$ cat config.mk
export PLATFORM = sky130hd
export DESIGN_NAME = gf180mcu_osu_sc_12t_tdm_demux_flat
export DESIGN_NICKNAME = d
export VERILOG_FILES = /design/src/rtl/gf180mcu_osu_sc_12t_tdm_demux_if.sv /design/src/rtl/gf180mcu_osu_sc_12t_tdm_demux.sv /design/src/flat_wrapper.sv
export SDC_FILE = /design/constraint.sdc
export NUM_CORES = 1
export LEC_CHECK = 0
export ABC_CLOCK_PERIOD_IN_PS = 2000
export CAP_MARGIN = 0
export CORE_AREA = 2 2 39 41
export CTS_CLUSTER_DIAMETER = 80
export DETAILED_ROUTE_END_ITERATION = 8
export DIE_AREA = 0 0 41 43
export PLACE_DENSITY = 0.38
export REMOVE_ABC_BUFFERS = 1
export SLEW_MARGIN = 20
export SYNTH_ARGS = -nofsm -noshare
export SYNTH_HDL_FRONTEND = slang
export SYNTH_SLANG_ARGS = --single-unit
$ cat constraint.sdc
create_clock -name clk -period 2 [get_ports clk]
set_input_delay 0.4 -clock clk [delete_from_list [all_inputs] [get_ports clk]]
set_output_delay 0.4 -clock clk [all_outputs]
set_load 0.03 [all_outputs]
$ cat src/rtl/gf180mcu_osu_sc_12t_tdm_demux_if.sv
// Bundle of the demux input handshake, per-lane output handshakes and the sticky error flag.
// The master side feeds words and consumes lanes; the slave side is the demux itself.
interface gf180mcu_osu_sc_12t_tdm_demux_if #(
    parameter int WIDTH = 1,
    parameter int LANES = 2
);
    localparam int SELW = (LANES > 2) ? $clog2(LANES) : 1;

    logic [WIDTH-1:0]       d;
    logic [SELW-1:0]        sel;
    logic                   sync;
    logic                   in_valid;
    logic                   in_ready;
    logic [LANES*WIDTH-1:0] y;
    logic [LANES-1:0]       y_valid;
    logic [LANES-1:0]       y_ready;
    logic                   err;

    modport master (
        output d, sel, sync, in_valid, y_ready,
        input  in_ready, y, y_valid, err
    );

    modport slave (
        input  d, sel, sync, in_valid, y_ready,
        output in_ready, y, y_valid, err
    );
endinterface

$ cat src/rtl/gf180mcu_osu_sc_12t_tdm_demux.sv
// Registered 1:LANES demultiplexer: each accepted word lands in one lane holding register,
// chosen by sel or, in AUTO mode, by a round-robin slot counter that sync realigns to lane 0.
module gf180mcu_osu_sc_12t_tdm_demux #(
    parameter int WIDTH = 1,
    parameter int LANES = 2,
    parameter int AUTO  = 0
) (
    input logic clk,
    input logic rst,
    gf180mcu_osu_sc_12t_tdm_demux_if.slave bus
);
    localparam int              SELW      = (LANES > 2) ? $clog2(LANES) : 1;
    localparam bit              AUTO_EN   = (AUTO != 32'sd0);
    localparam logic [SELW:0]   LANES_W   = (SELW + 1)'(LANES);
    localparam logic [SELW-1:0] LAST_SLOT = SELW'(LANES - 1);

    logic [SELW-1:0]  target_s;
    logic [SELW-1:0]  slot_next_s;
    logic [SELW-1:0]  slot_r;
    logic             in_range_s;
    logic             in_ready_s;
    logic             accept_s;
    logic [LANES-1:0] hit_s;
    logic [LANES-1:0] load_s;
    logic [LANES-1:0] pop_s;
    logic [LANES-1:0] full_r;
    logic [WIDTH-1:0] data_r [LANES];
    logic             err_r;

    // Target lane decode, per-lane readiness and handshake qualification
    always_comb begin
        target_s    = bus.sel;
        in_range_s  = 1'b0;
        hit_s       = {LANES{1'b0}};
        in_ready_s  = 1'b1;
        accept_s    = 1'b0;
        load_s      = {LANES{1'b0}};
        pop_s       = {LANES{1'b0}};
        slot_next_s = {SELW{1'b0}};

        if (AUTO_EN) begin
            if (bus.sync) begin
                target_s = {SELW{1'b0}};
            end else begin
                target_s = slot_r;
            end
        end else begin
            target_s = bus.sel;
        end

        // An out-of-range sel (non power-of-two LANES) is swallowed: always ready, never loads
        in_range_s = ({1'b0, target_s} < LANES_W);
        for (int i = 0; i < LANES; i++) begin
            hit_s[i] = in_range_s && (target_s == SELW'(i));
        end

        if (in_range_s) begin
            in_ready_s = |(hit_s & (~full_r | bus.y_ready));
        end else begin
            in_ready_s = 1'b1;
        end

        accept_s = bus.in_valid & in_ready_s;
        load_s   = hit_s & {LANES{accept_s}};
        pop_s    = full_r & bus.y_ready;

        if (target_s == LAST_SLOT) begin
            slot_next_s = {SELW{1'b0}};
        end else begin
            slot_next_s = target_s + SELW'(1'b1);
        end
    end

    // Lane registers, occupancy flags, slot counter and sticky error
    always_ff @(posedge clk) begin
        if (rst) begin
            full_r <= {LANES{1'b0}};
            slot_r <= {SELW{1'b0}};
            err_r  <= 1'b0;
            for (int i = 0; i < LANES; i++) begin
                data_r[i] <= {WIDTH{1'b0}};
            end
        end else begin
            // A load on a lane being popped in the same cycle keeps it full: no bubble
            for (int i = 0; i < LANES; i++) begin
                if (load_s[i]) begin
                    data_r[i] <= bus.d;
                    full_r[i] <= 1'b1;
                end else if (pop_s[i]) begin
                    full_r[i] <= 1'b0;
                end
            end

            if (accept_s && !in_range_s) begin
                err_r <= 1'b1;
            end

            if (accept_s) begin
                slot_r <= slot_next_s;
            end else if (bus.sync) begin
                slot_r <= {SELW{1'b0}};
            end
        end
    end

    for (genvar g = 0; g < LANES; g++) begin : g_lane_out
        assign bus.y[g*WIDTH +: WIDTH] = data_r[g];
    end

    assign bus.y_valid  = full_r;
    assign bus.err      = err_r;
    assign bus.in_ready = in_ready_s;

endmodule
$ cat src/flat_wrapper.sv
// flat-port wrapper written by rule: the top's interface ports become plain ports
module gf180mcu_osu_sc_12t_tdm_demux_flat 
#(
    parameter int WIDTH = 1,
    parameter int LANES = 2,
    parameter int AUTO  = 0
)
  (clk, rst, bus_d, bus_sel, bus_sync, bus_in_valid, bus_y_ready, bus_in_ready, bus_y, bus_y_valid, bus_err);
  gf180mcu_osu_sc_12t_tdm_demux_if #(.WIDTH(WIDTH), .LANES(LANES)) bus_i ();
  input logic clk;
  input logic rst;
  input wire logic [$bits(bus_i.d)-1:0] bus_d;
  input wire logic [$bits(bus_i.sel)-1:0] bus_sel;
  input wire logic [$bits(bus_i.sync)-1:0] bus_sync;
  input wire logic [$bits(bus_i.in_valid)-1:0] bus_in_valid;
  input wire logic [$bits(bus_i.y_ready)-1:0] bus_y_ready;
  output wire logic [$bits(bus_i.in_ready)-1:0] bus_in_ready;
  output wire logic [$bits(bus_i.y)-1:0] bus_y;
  output wire logic [$bits(bus_i.y_valid)-1:0] bus_y_valid;
  output wire logic [$bits(bus_i.err)-1:0] bus_err;
  assign bus_i.d = bus_d;
  assign bus_i.sel = bus_sel;
  assign bus_i.sync = bus_sync;
  assign bus_i.in_valid = bus_in_valid;
  assign bus_i.y_ready = bus_y_ready;
  assign bus_in_ready = bus_i.in_ready;
  assign bus_y = bus_i.y;
  assign bus_y_valid = bus_i.y_valid;
  assign bus_err = bus_i.err;
  gf180mcu_osu_sc_12t_tdm_demux #(.WIDTH(WIDTH), .LANES(LANES), .AUTO(AUTO)) u_core (.clk(clk), .rst(rst), .bus(bus_i));
endmodule
=== Word level (Yosys, flattened, before mapping) ===
Memories as Yosys holds them, arrays and structs flattened.
Index checks and enable logic that the tools add are counted.

* Bits in registers: 2
* RAM bits: 2
* Input port bits: 8
* Output and inout bits: 6
* Word-level logic and storage cells: 29
* Memories: 1

* Mux-type cells: 14
* Bitwise gates (word level): 9
* Reductions and logical operators: 3

{| class="wikitable"
|+ Memories
! name !! words !! bits a word !! rd ports !! clocked after memory_dff !! write ports !! RTL line !! text
|-
| u_core.data_r || 2 || 1 || 2 || 0 || 2 || gf180mcu_osu_sc_12t_tdm_demux.sv:27 || <nowiki>logic [WIDTH-1:0] data_r [LANES];</nowiki>
|}

{| class="wikitable"
|+ Operators by type and width
! kind !! number
|-
| 2-to-1 mux 1 bit || 14
|-
| bitwise AND 2 bit || 3
|-
| nonzero test 2 bit || 2
|-
| inverter 2 bit || 1
|-
| OR 1 bit || 2
|-
| OR 2 bit || 1
|-
| OR reduction 2 bit || 1
|-
| bitwise AND 1 bit || 1
|-
| inverter 1 bit || 1
|}

=== Logic depth before layout (Yosys ltp) ===
* Depth in word-level cells: 10
* Gate-level depth with buffers: 2
* Depth with buffers taken out: 2

=== Least setup slack after synthesis ===
Ideal clock, no wire load.

* Kind: reg2out
* Start: register u_core.full_r[1], in the netlist u_core.bus.y_valid[1]
* End: output port bus_in_ready
* Data arrival time: 1.100 ns
* Setup slack: 0.500 ns
* Cell stages (with the launch flop): 3
* Cells stage by stage: dfxtp_1 > nor2b_1 > a21oi_1

* Longest elaborated chain between the ends: 4

{| class="wikitable"
|+ RTL lines
! item !! RTL line !! text
|-
| from (decl) || gf180mcu_osu_sc_12t_tdm_demux.sv:26 || <nowiki>logic [LANES-1:0] full_r;</nowiki>
|-
| from (signal assigned) || gf180mcu_osu_sc_12t_tdm_demux.sv:77 || <nowiki>full_r <= {LANES{1'b0}};</nowiki>
|-
| inverter 2 bit || gf180mcu_osu_sc_12t_tdm_demux.sv:58 || <nowiki>in_ready_s = |(hit_s & (~full_r | bus.y_ready));</nowiki>
|-
| OR 2 bit || gf180mcu_osu_sc_12t_tdm_demux.sv:58 ||
|-
| bitwise AND 2 bit || gf180mcu_osu_sc_12t_tdm_demux.sv:58 ||
|-
| OR reduction 2 bit || gf180mcu_osu_sc_12t_tdm_demux.sv:58 ||
|-
| to (decl) || flat_wrapper.sv:17 || <nowiki>output wire logic [$bits(bus_i.in_ready)-1:0] bus_in_ready;</nowiki>
|}

No other way between the ends.

=== Worst setup path after layout ===
* Start: input port bus_sel
* End: output port bus_in_ready

* Longest elaborated chain between the ends: 3

{| class="wikitable"
|+ RTL lines
! item !! RTL line !! text
|-
| from (decl) || flat_wrapper.sv:13 || <nowiki>input wire logic [$bits(bus_i.sel)-1:0] bus_sel;</nowiki>
|-
| inverter 1 bit || gf180mcu_osu_sc_12t_tdm_demux.sv:54 || <nowiki>hit_s[i] = in_range_s && (target_s == SELW'(i));</nowiki>
|-
| bitwise AND 2 bit (*) || gf180mcu_osu_sc_12t_tdm_demux.sv:58 ||
|-
| OR reduction 2 bit (*) || gf180mcu_osu_sc_12t_tdm_demux.sv:58 ||
|}

Mark *: on every way between the ends. The rest lies on a longest branch, timed or not.

==> flow_metrics.py <==
metrics = {
    "status": {
        "outcome": "finished, final reports clean",
    },
    "finish": {
        "diodes": 0,
        "area_growth_pct": 76.4,
        "area.sequential_um2": 100,
        "fillers": 132,
        "multi_input_area_um2": 85.1,
        "stdcell_area_um2": 347,
        "final_nets": 44,
        "drive_above_1_share": 0.176,
        "fin_util": 0.250,
        "mostFrequentLayoutCell": "clkdlybuf4s50_1",
        "layout_common_cells": "clkdlybuf4s50_1, nand2b_1, a21oi_1, clkbuf_4",
    },
    "power": {
        "swShare": 0.259,
        "p_total_w": 0.000251,
        "vdd_drop_max_mv": 0.250,
        "p_clk_frac": 0.413,
        "power.switching_w": 0.0000651,
        "seqPwrFrac": 0.374,
        "power.density_mw_per_mm2": 725,
        "pwr-share-comb": 0.212,
        "p_leak_nw": 0.129,
        "internal_power_w": 0.000186,
    },
    "cts": {
        "cts_tree": "done",
        "cts.sinks": 4,
        "htreeDepth": 1,
        "insertion_delay_ps": 240,
        "cts_made_buffers": 3,
        "cts_buffer_depth": 2,
        "cts_setup_buffers": 0,
        "cts-root-buf": "clkbuf_4",
        "ctsResizeCount": 0,
        "clkTransAtPathRegs_ps": 40,
        "postCtsHoldBufs": 0,
    },
    "timing": {
        "period_needed_ps": 1770,
        "final_hold_viol_count": 0,
        "fmax_mhz": 563,
        "rsz0062_at_grt": "no",
        "skew_ps": 3.79,
        "whs_ps": 481,
        "period_share": 0.887,
        "tns_ps": 0,
        "report.final.slew_viol_count": 0,
        "setup_violations": 0,
    },
    "floorplan": {
        "die_x_um": 41,
        "initial_utilization": 0.142,
        "num_rows": 14,
        "die_h_um": 43,
        "die_area_mm2": 0.00176,
        "io_pins": 14,
        "core_area_mm2": 0.00138,
    },
    "setup_path": {
        "r2r_setup_slack_ps": 820,
        "critical_path_peak_fanout": 2,
        "endpoint_kind": "output port",
        "r2r-end": "u_core.data_r[0][1]",
        "r2r-start": "u_core.bus.y_valid[1]",
        "slowest_delay_ps": 420,
        "cp.arrival_ps": 1370,
        "reg2reg_depth": 2,
        "worstSetupPathType": "input pin to output port",
        "crit_path_end": "bus_in_ready",
        "cp_top_family": "buffers and inverters",
        "worstPathCellList": "clkdlybuf4s50_1, nor3b_1, a21oi_1, buf_4",
        "critPathLaunchType": "input pin",
        "path_depth": 4,
        "worstPathBufferInverterCount": 2,
        "slowest_stage": "clkdlybuf4s50_1",
        "cp.required_ps": 1600,
        "critical_path.startpoint": "bus_sel",
    },
    "global_route": {
        "grtUsageTotal": 0.0805,
        "antenna_found_initial": 0,
        "grt_pass1_wl_um": 897,
        "grt_pass1_vias": 202,
        "grt_max_degree": 6,
        "grt.overflow.total": 0,
    },
    "placed_design": {
        "dp_hpwl_um": 350,
        "place_congestion": 0.679,
        "place_area_um2": 324,
        "place.port_buffers": 11,
    },
    "synth": {
        "ys_types": 13,
        "seq_area_frac_synth": 0.510,
        "syn-cell-area_um2": 196,
        "avgSynthCellArea_um2": 9.82,
        "synth_seq_cells": 4,
        "yosys_warnings": 0,
        "synthCells": 20,
    },
    "route": {
        "drt_wl_total_um": 477,
        "ant_nets": 0,
        "viasPerCell": 3.86,
        "route.detailed.drc": 0,
        "wire_per_inst_um": 9.54,
        "first_pass_iters": 3,
        "detailroute.via_count": 193,
        "drtIter0Drc": 1,
    },
    "min_path": {
        "hp-class": "flip-flop to flip-flop",
    },
    "job": {
        "maxCapViolations": 0,
    },
}
[synth_stat cells]
| cell | number | area share |
|---|---|---|
| edfxtp_1 | 2 | 0.31 |
| conb_1 | 1 | 0.019 |
| o21bai_1 | 1 | 0.038 |
| a21oi_1 | 3 | 0.076 |
| dfxtp_1 | 2 | 0.20 |
| nand2_1 | 2 | 0.038 |
| nor2b_1 | 1 | 0.032 |
| a2111oi_1 | 1 | 0.051 |
| buf_4 | 1 | 0.038 |
| nor3b_1 | 1 | 0.038 |
| inv_1 | 1 | 0.019 |
| a31o_2 | 1 | 0.045 |
| nand2b_1 | 3 | 0.096 |
[worst min path at each step]
stage | start | end | slack [ps] | cells past startpoint
3_5_place_dp | u_core.bus.y_valid[1] | u_core.bus.y_valid[1] | 470 | 2
3_3_place_gp | u_core.bus.y_valid[1] | u_core.bus.y_valid[1] | 470 | 2
6_report | u_core.bus.y_valid[1] | u_core.bus.y_valid[1] | 480 | 2
5_1_grt | u_core.bus.y_valid[1] | u_core.bus.y_valid[1] | 520 | 2
2_1_floorplan | rst | u_core.bus.y_valid[0] | 470 | 1
4_1_cts | u_core.bus.y_valid[1] | u_core.bus.y_valid[1] | 490 | 2
[state kept, by name, summed over array words and instances (netlist names)]
name	count
u_core.data_r	2
u_core.bus.y_valid	2
[power groups by stage]
| stage | clock, W | combinational [W] | sequential [W] |
|---|---|---|---|
| floorplan | 0 | 0.0000136 | 0.000106 |
| global placement | 0 | 0.0000530 | 0.0000952 |
| detailed placement | 0 | 0.0000532 | 0.0000954 |
| CTS | 0.000109 | 0.0000537 | 0.0000941 |
| global route | 0.000114 | 0.0000577 | 0.0000945 |
| finish | 0.000104 | 0.0000533 | 0.0000941 |
[per-stage QoR]
step | worst slack (ps) | std cells
after floorplan | 500 | 19
after global placement | 242 | 47
after detailed placement | 226 | 47
after CTS | 216 | 50
after global routing | 147 | 50
final | 225 | 50
[layer usage]
layer	track usage	vias to the layer above	share of wire
li1	-	97	-
met5	0	-	0
met3	0.0157	0	0.082
met1	0.0971	85	0.41
met2	0.100	11	0.50
met4	0.100	0	0
[final cells by class]
type,count,share of cell area
Timing Repair Buffer,12,0.332
Tap cell,16,0.0578
Multi-Input combinational cell,14,0.245
Clock buffer,3,0.0650
Inverter,1,0.0108
Sequential cell,4,0.289
[tightest hold or removal path: cells and delay by family (launching register included)]
family | cells | cell delay, ps
flip-flops | 1 | 310
AND/OR/NAND/NOR | 1 | 70
AO/OA/AOI/OAI | 1 | 50
[cells by family after synthesis]
kind of cell / after synthesis / synth area share
compound gates: 6 / 0.210
buf+inv: 2 / 0.0573
flops: 4 / 0.510
other cells: 1 / 0.0191
simple gates: 7 / 0.204
No activity file was read; power rests on OpenSTA's default activity.
